<file path="src/rtl/pingpong_pkg.sv">
// Shared types and constants for the ping-pong line-buffer sequencer.
package pingpong_pkg;

  typedef enum logic [1:0] {
    BANK_EMPTY,
    BANK_FILLING,
    BANK_FULL,
    BANK_READING
  } bank_state_t;

  localparam int NUM_BANKS = 2;

  function automatic logic bank_writable(input bank_state_t s);
    return (s == BANK_EMPTY) || (s == BANK_FILLING);
  endfunction

endpackage

</file>
<file path="src/rtl/pingpong_bank_fsm.sv">
// Lifecycle of one buffer bank: EMPTY -> FILLING -> FULL -> READING -> EMPTY.
module pingpong_bank_fsm
  import pingpong_pkg::*;
(
  input  logic        clk,
  input  logic        reset,
  input  logic        i_fill_beat,
  input  logic        i_fill_last,
  input  logic        i_read_start,
  input  logic        i_release,
  output bank_state_t o_state
);

  bank_state_t r_state;
  bank_state_t w_state_next;

  always_ff @(posedge clk) begin
    if (reset) r_state <= BANK_EMPTY;
    else       r_state <= w_state_next;
  end

  always_comb begin
    w_state_next = r_state;
    case (r_state)
      BANK_EMPTY: begin
        if (i_fill_last)      w_state_next = BANK_FULL;
        else if (i_fill_beat) w_state_next = BANK_FILLING;
      end
      BANK_FILLING: if (i_fill_last)  w_state_next = BANK_FULL;
      BANK_FULL:    if (i_read_start) w_state_next = BANK_READING;
      BANK_READING: if (i_release)    w_state_next = BANK_EMPTY;
      default:      w_state_next = BANK_EMPTY;
    endcase
  end

  assign o_state = r_state;

endmodule

</file>
<file path="src/rtl/pingpong_buf_ctrl.sv">
// Two-bank ping-pong sequencer: column writes into one bank, 3x3 window reads from the other.
// Optional status ports (stall_cnt, bank_state) are enabled by defining PINGPONG_STATUS_EN.
module pingpong_buf_ctrl
  import pingpong_pkg::*;
#(
  parameter int COLUMNS     = 4,
  parameter int ROWS        = 3,
  parameter int KERNEL_SIZE = 3,
  parameter int ADDR_SIZE   = 4
) (
  input  logic                 clk,
  input  logic                 reset,
  input  logic                 in_valid,
  output logic                 in_ready,
  output logic                 write_enable_1,
  output logic                 write_enable_2,
  output logic [ADDR_SIZE-1:0] wr_addr,
  output logic                 read_enable_1,
  output logic                 read_enable_2,
  output logic [ADDR_SIZE-1:0] rd_addr,
  output logic                 win_valid,
  input  logic                 win_ready,
  output logic                 rd_bank
`ifdef PINGPONG_STATUS_EN
  ,
  output logic [15:0]          stall_cnt,
  output logic [3:0]           bank_state
`endif
);

  localparam int NWIN = COLUMNS - KERNEL_SIZE + 1;
  localparam logic [ADDR_SIZE-1:0] LAST_COL = ADDR_SIZE'(COLUMNS - 1);
  localparam logic [ADDR_SIZE-1:0] NWIN_A   = ADDR_SIZE'(NWIN);
  localparam logic [ADDR_SIZE-1:0] LAST_WIN = ADDR_SIZE'(NWIN - 1);
  // A mis-parameterised instance never accepts data instead of producing bad windows.
  localparam logic CFG_OK = (ROWS == KERNEL_SIZE) && (COLUMNS >= KERNEL_SIZE);

  bank_state_t w_state [NUM_BANKS];

  logic                 r_wbank;
  logic                 r_rbank;
  logic [ADDR_SIZE-1:0] r_wcol;
  logic [ADDR_SIZE-1:0] r_wincol;
  logic [1:0]           r_read_en;
  logic [ADDR_SIZE-1:0] r_rd_addr;
  logic                 r_rd_bank;
  logic                 r_win_valid;

  logic                 w_in_ready;
  logic                 w_accept;
  logic                 w_last_beat;
  logic                 w_issue;
  logic                 w_release;
  logic [NUM_BANKS-1:0] w_fill_beat;
  logic [NUM_BANKS-1:0] w_fill_last;
  logic [NUM_BANKS-1:0] w_read_start;
  logic [NUM_BANKS-1:0] w_bank_release;

  assign w_in_ready  = CFG_OK && !reset && bank_writable(w_state[r_wbank]);
  assign w_accept    = in_valid && w_in_ready;
  assign w_last_beat = w_accept && (r_wcol == LAST_COL);

  // rd_addr only moves on issue, so during a handshake it names the window being consumed.
  assign w_issue   = (w_state[r_rbank] == BANK_READING) && (r_wincol < NWIN_A) &&
                     !(|r_read_en) && (!r_win_valid || win_ready);
  assign w_release = r_win_valid && win_ready && (r_rd_addr == LAST_WIN);

  for (genvar gi = 0; gi < NUM_BANKS; gi++) begin : g_bank
    assign w_fill_beat[gi]    = w_accept && (r_wbank == 1'(gi));
    assign w_fill_last[gi]    = w_last_beat && (r_wbank == 1'(gi));
    assign w_read_start[gi]   = (r_rbank == 1'(gi)) && (w_state[gi] == BANK_FULL);
    assign w_bank_release[gi] = w_release && (r_rbank == 1'(gi));

    pingpong_bank_fsm u_bank_fsm (
      .clk          (clk),
      .reset        (reset),
      .i_fill_beat  (w_fill_beat[gi]),
      .i_fill_last  (w_fill_last[gi]),
      .i_read_start (w_read_start[gi]),
      .i_release    (w_bank_release[gi]),
      .o_state      (w_state[gi])
    );
  end

  always_ff @(posedge clk) begin
    if (reset) begin
      r_wbank     <= 1'b0;
      r_rbank     <= 1'b0;
      r_wcol      <= '0;
      r_wincol    <= '0;
      r_read_en   <= 2'b00;
      r_rd_addr   <= '0;
      r_rd_bank   <= 1'b0;
      r_win_valid <= 1'b0;
    end else begin
      if (w_accept) begin
        r_wcol <= w_last_beat ? '0 : r_wcol + 1'b1;
        if (w_last_beat) r_wbank <= ~r_wbank;
      end
      r_read_en <= w_issue ? (r_rbank ? 2'b10 : 2'b01) : 2'b00;
      if (w_issue) begin
        r_rd_addr <= r_wincol;
        r_rd_bank <= r_rbank;
        r_wincol  <= r_wincol + 1'b1;
      end
      if (w_release) begin
        r_rbank  <= ~r_rbank;
        r_wincol <= '0;
      end
      r_win_valid <= (|r_read_en) || (r_win_valid && !win_ready);
    end
  end

  assign in_ready       = w_in_ready;
  assign write_enable_1 = w_accept && !r_wbank;
  assign write_enable_2 = w_accept && r_wbank;
  assign wr_addr        = r_wcol;
  assign read_enable_1  = r_read_en[0];
  assign read_enable_2  = r_read_en[1];
  assign rd_addr        = r_rd_addr;
  assign rd_bank        = r_rd_bank;
  assign win_valid      = r_win_valid;

`ifdef PINGPONG_STATUS_EN
  logic [15:0] r_stall_cnt;

  always_ff @(posedge clk) begin
    if (reset)
      r_stall_cnt <= '0;
    else if (in_valid && !w_in_ready && (r_stall_cnt != 16'hFFFF))
      r_stall_cnt <= r_stall_cnt + 16'd1;
  end

  assign stall_cnt  = r_stall_cnt;
  assign bank_state = {w_state[1], w_state[0]};
`endif

endmodule
</file>
<file path="config.mk">
export PLATFORM = sky130hd
export DESIGN_NAME = pingpong_buf_ctrl
export DESIGN_NICKNAME = d
export VERILOG_FILES = /design/src/rtl/pingpong_pkg.sv /design/src/rtl/pingpong_bank_fsm.sv /design/src/rtl/pingpong_buf_ctrl.sv
export SDC_FILE = /design/constraint.sdc
export NUM_CORES = 1
export LEC_CHECK = 0
export CAP_MARGIN = 20
export CORE_MARGIN = 5
export CORE_UTILIZATION = 52
export CTS_CLUSTER_DIAMETER = 60
export CTS_CLUSTER_SIZE = 20
export DETAILED_ROUTE_END_ITERATION = 8
export PLACE_DENSITY = 0.77
export SLEW_MARGIN = 10
export SYNTH_ARGS = -nofsm -noshare
export SYNTH_HDL_FRONTEND = slang
export SYNTH_SLANG_ARGS = --single-unit
</file>
<file path="constraint.sdc">
create_clock -name clk -period 2.35 [get_ports clk]
set_input_delay 0.47 -clock clk [delete_from_list [all_inputs] [get_ports clk]]
set_output_delay 0.47 -clock clk [all_outputs]
set_load 0.005 [all_outputs]
</file>
==> results of run 1 <==
cell usage in the layout, fill, tap and decap left out, drive strengths merged, types with 3 or more instances in the layout:
master | Yosys | layout
buf | 3 | 9
a21oi | 7 | 7
dfxtp | 22 | 22
nand2 | 5 | 5
mux2i | 7 | 7
clkbuf | 1 | 4
nand2b | 3 | 3
nand3 | 6 | 6
and3 | 5 | 5
inv | 8 | 8
nor2 | 11 | 11
o21ai | 4 | 4
clkdlybuf4s50 | 0 | 17
ha | 12 | 12
area by class of cell:
cell class	instances	area share
Inverter	8	0.0201
Sequential cell	22	0.295
Clock buffer	4	0.0243
Timing Repair Buffer	27	0.168
Multi-Input combinational cell	92	0.469
Tap cell	28	0.0235
metal layers:
metal  up-vias  GRT usage
li1        501          -
met1       473      0.179
met2        30      0.266
met3         8     0.0379
met4         0      0.106
met5         -          0
power groups by stage:
stage	clock (uW)	combinational [uW]	sequential, uW
2_1_floorplan	0	153	414
4_1_cts	215	229	411
5_1_grt	230	253	414
3_5_place_dp	0	227	419
3_3_place_gp	0	218	419
6_report	208	228	411
logic make-up after synthesis:
| group | count (synthesis) |
|---|---|
| AOI/OAI and AO/OA | 20 |
| DFF | 22 |
| adders and majority gates | 12 |
| and+or+nand+nor | 49 |
| xor gates and xnor gates | 2 |
| buffers and inverters | 12 |
| muxes | 9 |
registers in the layout, summed over array words and instances (netlist names):
name                       flops
r_read_en                      2
r_rbank                        1
r_wbank                        1
rd_addr                        4
rd_bank                        1
win_valid                      1
g_bank.u_bank_fsm.o_state      4
r_wincol                       4
wr_addr                        4
synthesized netlist by cell type (all sizes together):
cell	n	area, um^2
dfxtp	22	440
ha	12	150
nor2	11	41.3
inv	8	30.0
a21oi	7	35.0
mux2i	7	70.1
nand3	6	30.0
and3	5	31.3
nand2	5	18.8
o21ai	4	20.0
buf	3	20.0
nand2b	3	18.8
a221oi	2	30.0
a31oi	2	12.5
mux2	2	22.5
nor2b	2	12.5
nor3	2	10.0
nor3b	2	25.0
nor4	2	12.5
nor4b	2	32.5
o211ai	2	15.0
o21bai	2	15.0
or3	2	12.5
or4	2	18.8
xor2	2	17.5
and2	1	6.26
and4bb	1	12.5
clkbuf	1	3.75
nand4	1	6.26
nand4b	1	8.76
o21a	1	7.51
or2	1	6.26
path summary, 6_finish.rpt:
| path | startpoint | end | depth (start not counted) |
|---|---|---|---|
| max | in_valid | write_enable_1 | 3 |
| min | rd_bank | rd_bank | 2 |
| max reg2reg | wr_addr[0] | g_bank[0].u_bank_fsm.o_state[1] | 5 |
| min reg2reg | rd_bank | rd_bank | 2 |
stage by stage:
step	cell area, um^2	setup WS [ns]
6_report	1490	0.0911
5_1_grt	1490	0.0169
4_1_cts	1490	0.00951
3_5_place_dp	1450	0.000874
3_3_place_gp	1450	0.0160
2_1_floorplan	1190	0.556
worst register-to-register path: cells and delay by family (launching register included):
kind | cells | cell delay (ns)
adder cells (fa/ha/maj) | 1 | 0.18
multiplexers | 1 | 0.37
AND/OR/NAND/NOR | 2 | 0.50
flip-flops | 1 | 0.41
AO/OA/AOI/OAI | 1 | 0.33
==> out/qor.yml, run 1 <==
drive_above_1_share: 0.144
final_cells: 181
grt_pass1_vias: 979
setup_viol: 0
cts_sinks: 22
drv_slew: 0
cts_hold_buf: 0
power_density_nw_per_um2: 568
ant_nets: 0
grtUsageTotal: 0.160
wl_met1_mm: 1.10
synth.area.mux_share: 0.0776
worst_setup_path_end_kind: "output pin"
synth_compound_area_frac: 0.113
dp.cells: 177
n_antenna_cell: 0
share_seq_of_total_power: 0.486
slew_headroom: 0.592
slowest_stage: "clkdlybuf4s50_1"
finalPower_uw: 847
max_cap_viol_count: 0
max_freq_ghz: 0.443
die_x_um: 57.9
ys_ff_latch: 22
ff2ff_setup_slack_ns: 0.48
regArea_um2: 440
route.top_layer_used: "met4"
syn-num-nets: 142
p_sw_frac: 0.289
synth-simple-area-share: 0.255
cts_max_path_buffers: 2
drt-pass1-iter-count: 4
drc: 0
grt_pass1_wl_mm: 4.09
htreeDepth: 1
crit_family: "buffers and inverters"
syn_inst: 126
die_h_um: 57.9
clock_latency_ns: 0.31
core_um2: 2210
dp_hpwl_mm: 1.88
ys_seq_area_frac: 0.369
cpMostUsedCell: "clkdlybuf4s50_1"
io_buffer_count: 18
required_ns: 1.88
critPathKind: "in2out"
wl_per_cell_um: 13.5
rsz0062_at_grt: "false"
grt_overflow_total: 0
worst-path-buf-inv: 2
clockPowerShare: 0.245
avgViaCountPerCell: 5.59
synth_top_family_by_area: "simple AND/OR/NAND/NOR gates"
synthAdderAreaFrac: 0.126
antenna_found_initial: 0
ir_drop_mv: 0.368
fin_tns_setup_ns: 0
cts_root_buffer: "clkbuf_4"
nNetsFinal: 170
numCtsBuffers: 3
critPathMaxStageDelay_ns: 0.55
multi_input_area_um2: 699
hold_path.class: "reg2reg"
comb_power_share: 0.269
initial_core_util: 0.540
worst_pin_slew_ns: 0.606
place.gp.congestion: 0.742
cts_resized: 0
ys_types: 36
yosys_warnings: 0
wl_met2_mm: 1.13
path_cells: "clkdlybuf4s50_1 -> nor4b_4 -> clkdlybuf4s50_1"
wirelength_mm: 2.45
power_leakage_uw: 0.000624
outcome: "complete, no violations"
crit_path_start_kind: "input pin"
syn_area_um2: 1190
skew_ns: 0.00509
path_clk_slew_ns: 0.12
met3WireLength_um: 123
die_area_um2: 3350
io_pins: 19
p_switching_uw: 245
hold_viol: 0
path_max_fanout: 3
num_vias: 1012
cp.arrival_ns: 1.79
cts_tree: "built"
internal-power_uw: 602
finalCritPeriodShare: 0.961
final_util: 0.674
drt_iter0_drc: 13
hold_ws_ns: 0.485
area_growth_pct: 24.9
rows: 17
min_period_ns: 2.26
post-cts-setup-buffers: 0
grt_max_degree: 13
fillCellCount: 188
syn_avg_cell_area_um2: 9.47
synth_xor_area_frac: 0.0147
Power figures use the tool's default switching activity.
==> run 2, diff against run 1 <==
- REMOVE_ABC_BUFFERS: not set -> 1
==> out/qor.yml, run 2 (same netlist as run 1, synthesis figures left out) <==
ant_nets: 0  # unchanged
clock_latency_ns: 0.31  # about the same
io_pins: 19  # unchanged
critPathKind: "in2out"  # unchanged
die_area_um2: 3350  # unchanged
ff2ff_setup_slack_ns: 0.43  # was 0.48 ns
drive_above_1_share: 0.150  # was 0.144
max_cap_viol_count: 0  # unchanged
drt_iter0_drc: 18  # was 13
die_x_um: 57.9  # unchanged
drt-pass1-iter-count: 4  # unchanged
skew_ns: 0.00656  # was 0.00509 ns
place_ws_ns: 0.0163  # was 0.000874 ns
path_clk_slew_ns: 0.11  # was 0.12 ns
grtUsageTotal: 0.158  # was 0.160
worst_slack_ns: 0.0637  # was 0.0911 ns
path_max_fanout: 5  # was 3
slew_headroom: 0.595  # was 0.592
power_density_nw_per_um2: 616  # was 568 nW/um^2
outcome: "complete, no violations"  # unchanged
cts_root_buffer: "clkbuf_4"  # unchanged
die_h_um: 57.9  # unchanged
finalPower_uw: 931  # was 847 uW
final_cell_mix: "dfxtp_1 (22), clkdlybuf4s50_1 (17), ha_1 (12)"  # unchanged
final_common_cell: "dfxtp_1"  # unchanged
crit_path_start_kind: "input pin"  # unchanged
hold_path.class: "reg2reg"  # unchanged
worst_setup_path_end_kind: "output pin"  # unchanged
ir_drop_mv: 0.415  # was 0.368 mV
io_buffer_count: 18  # unchanged
dp_hpwl_mm: 1.93  # was 1.88 mm
hold_viol: 0  # unchanged
placedInstanceArea_um2: 1450  # about the same
initial_core_util: 0.540  # unchanged
place.gp.congestion: 0.752  # was 0.742
area_growth_pct: 26.6  # was 24.9%
required_ns: 1.88  # about the same
antenna_found_initial: 0  # unchanged
power_leakage_uw: 0.000632  # was 0.000624 uW
htreeDepth: 1  # unchanged
core_um2: 2210  # unchanged
rows: 17  # unchanged
cts_tree: "built"  # unchanged
drc: 0  # unchanged
wl_per_cell_um: 13.6  # was 13.5 um
setup_viol: 0  # unchanged
worst_pin_slew_ns: 0.601  # was 0.606 ns
grt_pass1_wl_mm: 4.19  # was 4.09 mm
grt_pass1_vias: 944  # was 979
n_antenna_cell: 0  # unchanged
cp.arrival_ns: 1.82  # was 1.79 ns
cts_max_path_buffers: 2  # unchanged
min_period_ns: 2.29  # was 2.26 ns
cts_sinks: 22  # unchanged
drv_slew: 0  # unchanged
numCtsBuffers: 3  # unchanged
final_area_um2: 1510  # was 1490 um^2
final_util: 0.683  # was 0.674
cts_hold_buf: 0  # unchanged
wirelength_mm: 2.47  # was 2.45 mm
avgViaCountPerCell: 5.52  # was 5.59
hold_ws_ns: 0.487  # was 0.485 ns
grt_max_degree: 14  # was 13
max_freq_ghz: 0.437  # was 0.443 GHz
finalCritPeriodShare: 0.973  # was 0.961
grt_overflow_total: 0  # unchanged
num_vias: 999  # was 1012
nNetsFinal: 170  # unchanged
## run 2: worst paths after layout
check,to,depth (start not counted),startpoint
worst max-delay path,write_enable_1,3,in_valid
worst min-delay path,rd_bank,2,rd_bank
worst max register to register,g_bank[0].u_bank_fsm.o_state[1],5,wr_addr[0]
worst min register to register,rd_bank,2,rd_bank
## run 2: final cells by class
| type | count | area (um^2) |
|---|---|---|
| Fill cell | 184 | 701 |
| Timing Repair Buffer | 27 | 250 |
| Inverter | 8 | 30.0 |
| Clock buffer | 3 | 22.5 |
| Clock inverter | 1 | 30.0 |
| Multi-Input combinational cell | 92 | 703 |
| Tap cell | 28 | 35.0 |
| Sequential cell | 22 | 440 |
## run 2: worst max-delay path: stages
cell and delay [ns]:
clkdlybuf4s50_1 0.56, nor4b_4 0.24, clkdlybuf4s50_1 0.54
## run 2: stage by stage
step	setup TNS, ns	cells
global placement	0	176
global route	-0.0107	181
floorplan	0	122
finish	0	181
CTS	0	180
detailed placement	0	176
## run 2: power by group
part           total, uW  switching (uW)  internal (uW)
clock network        287             114            173
registers            414            25.2            389
logic                230             111            119
## run 2: timing repair
item | 4_1_cts | 5_1_grt
setup buffers | 0 | 1
resized for setup | 0 | 2
hold endpoints to repair | 0 | 0
setup endpoints to repair | 0 | 3
## run 2: metal layers
metal,share of wire,vias to the layer above,GRT usage
met1,0.46,472,0.195
met4,0.016,0,0.0596
met3,0.039,5,0.0290
met5,0,-,0
li1,-,504,-
met2,0.49,18,0.271
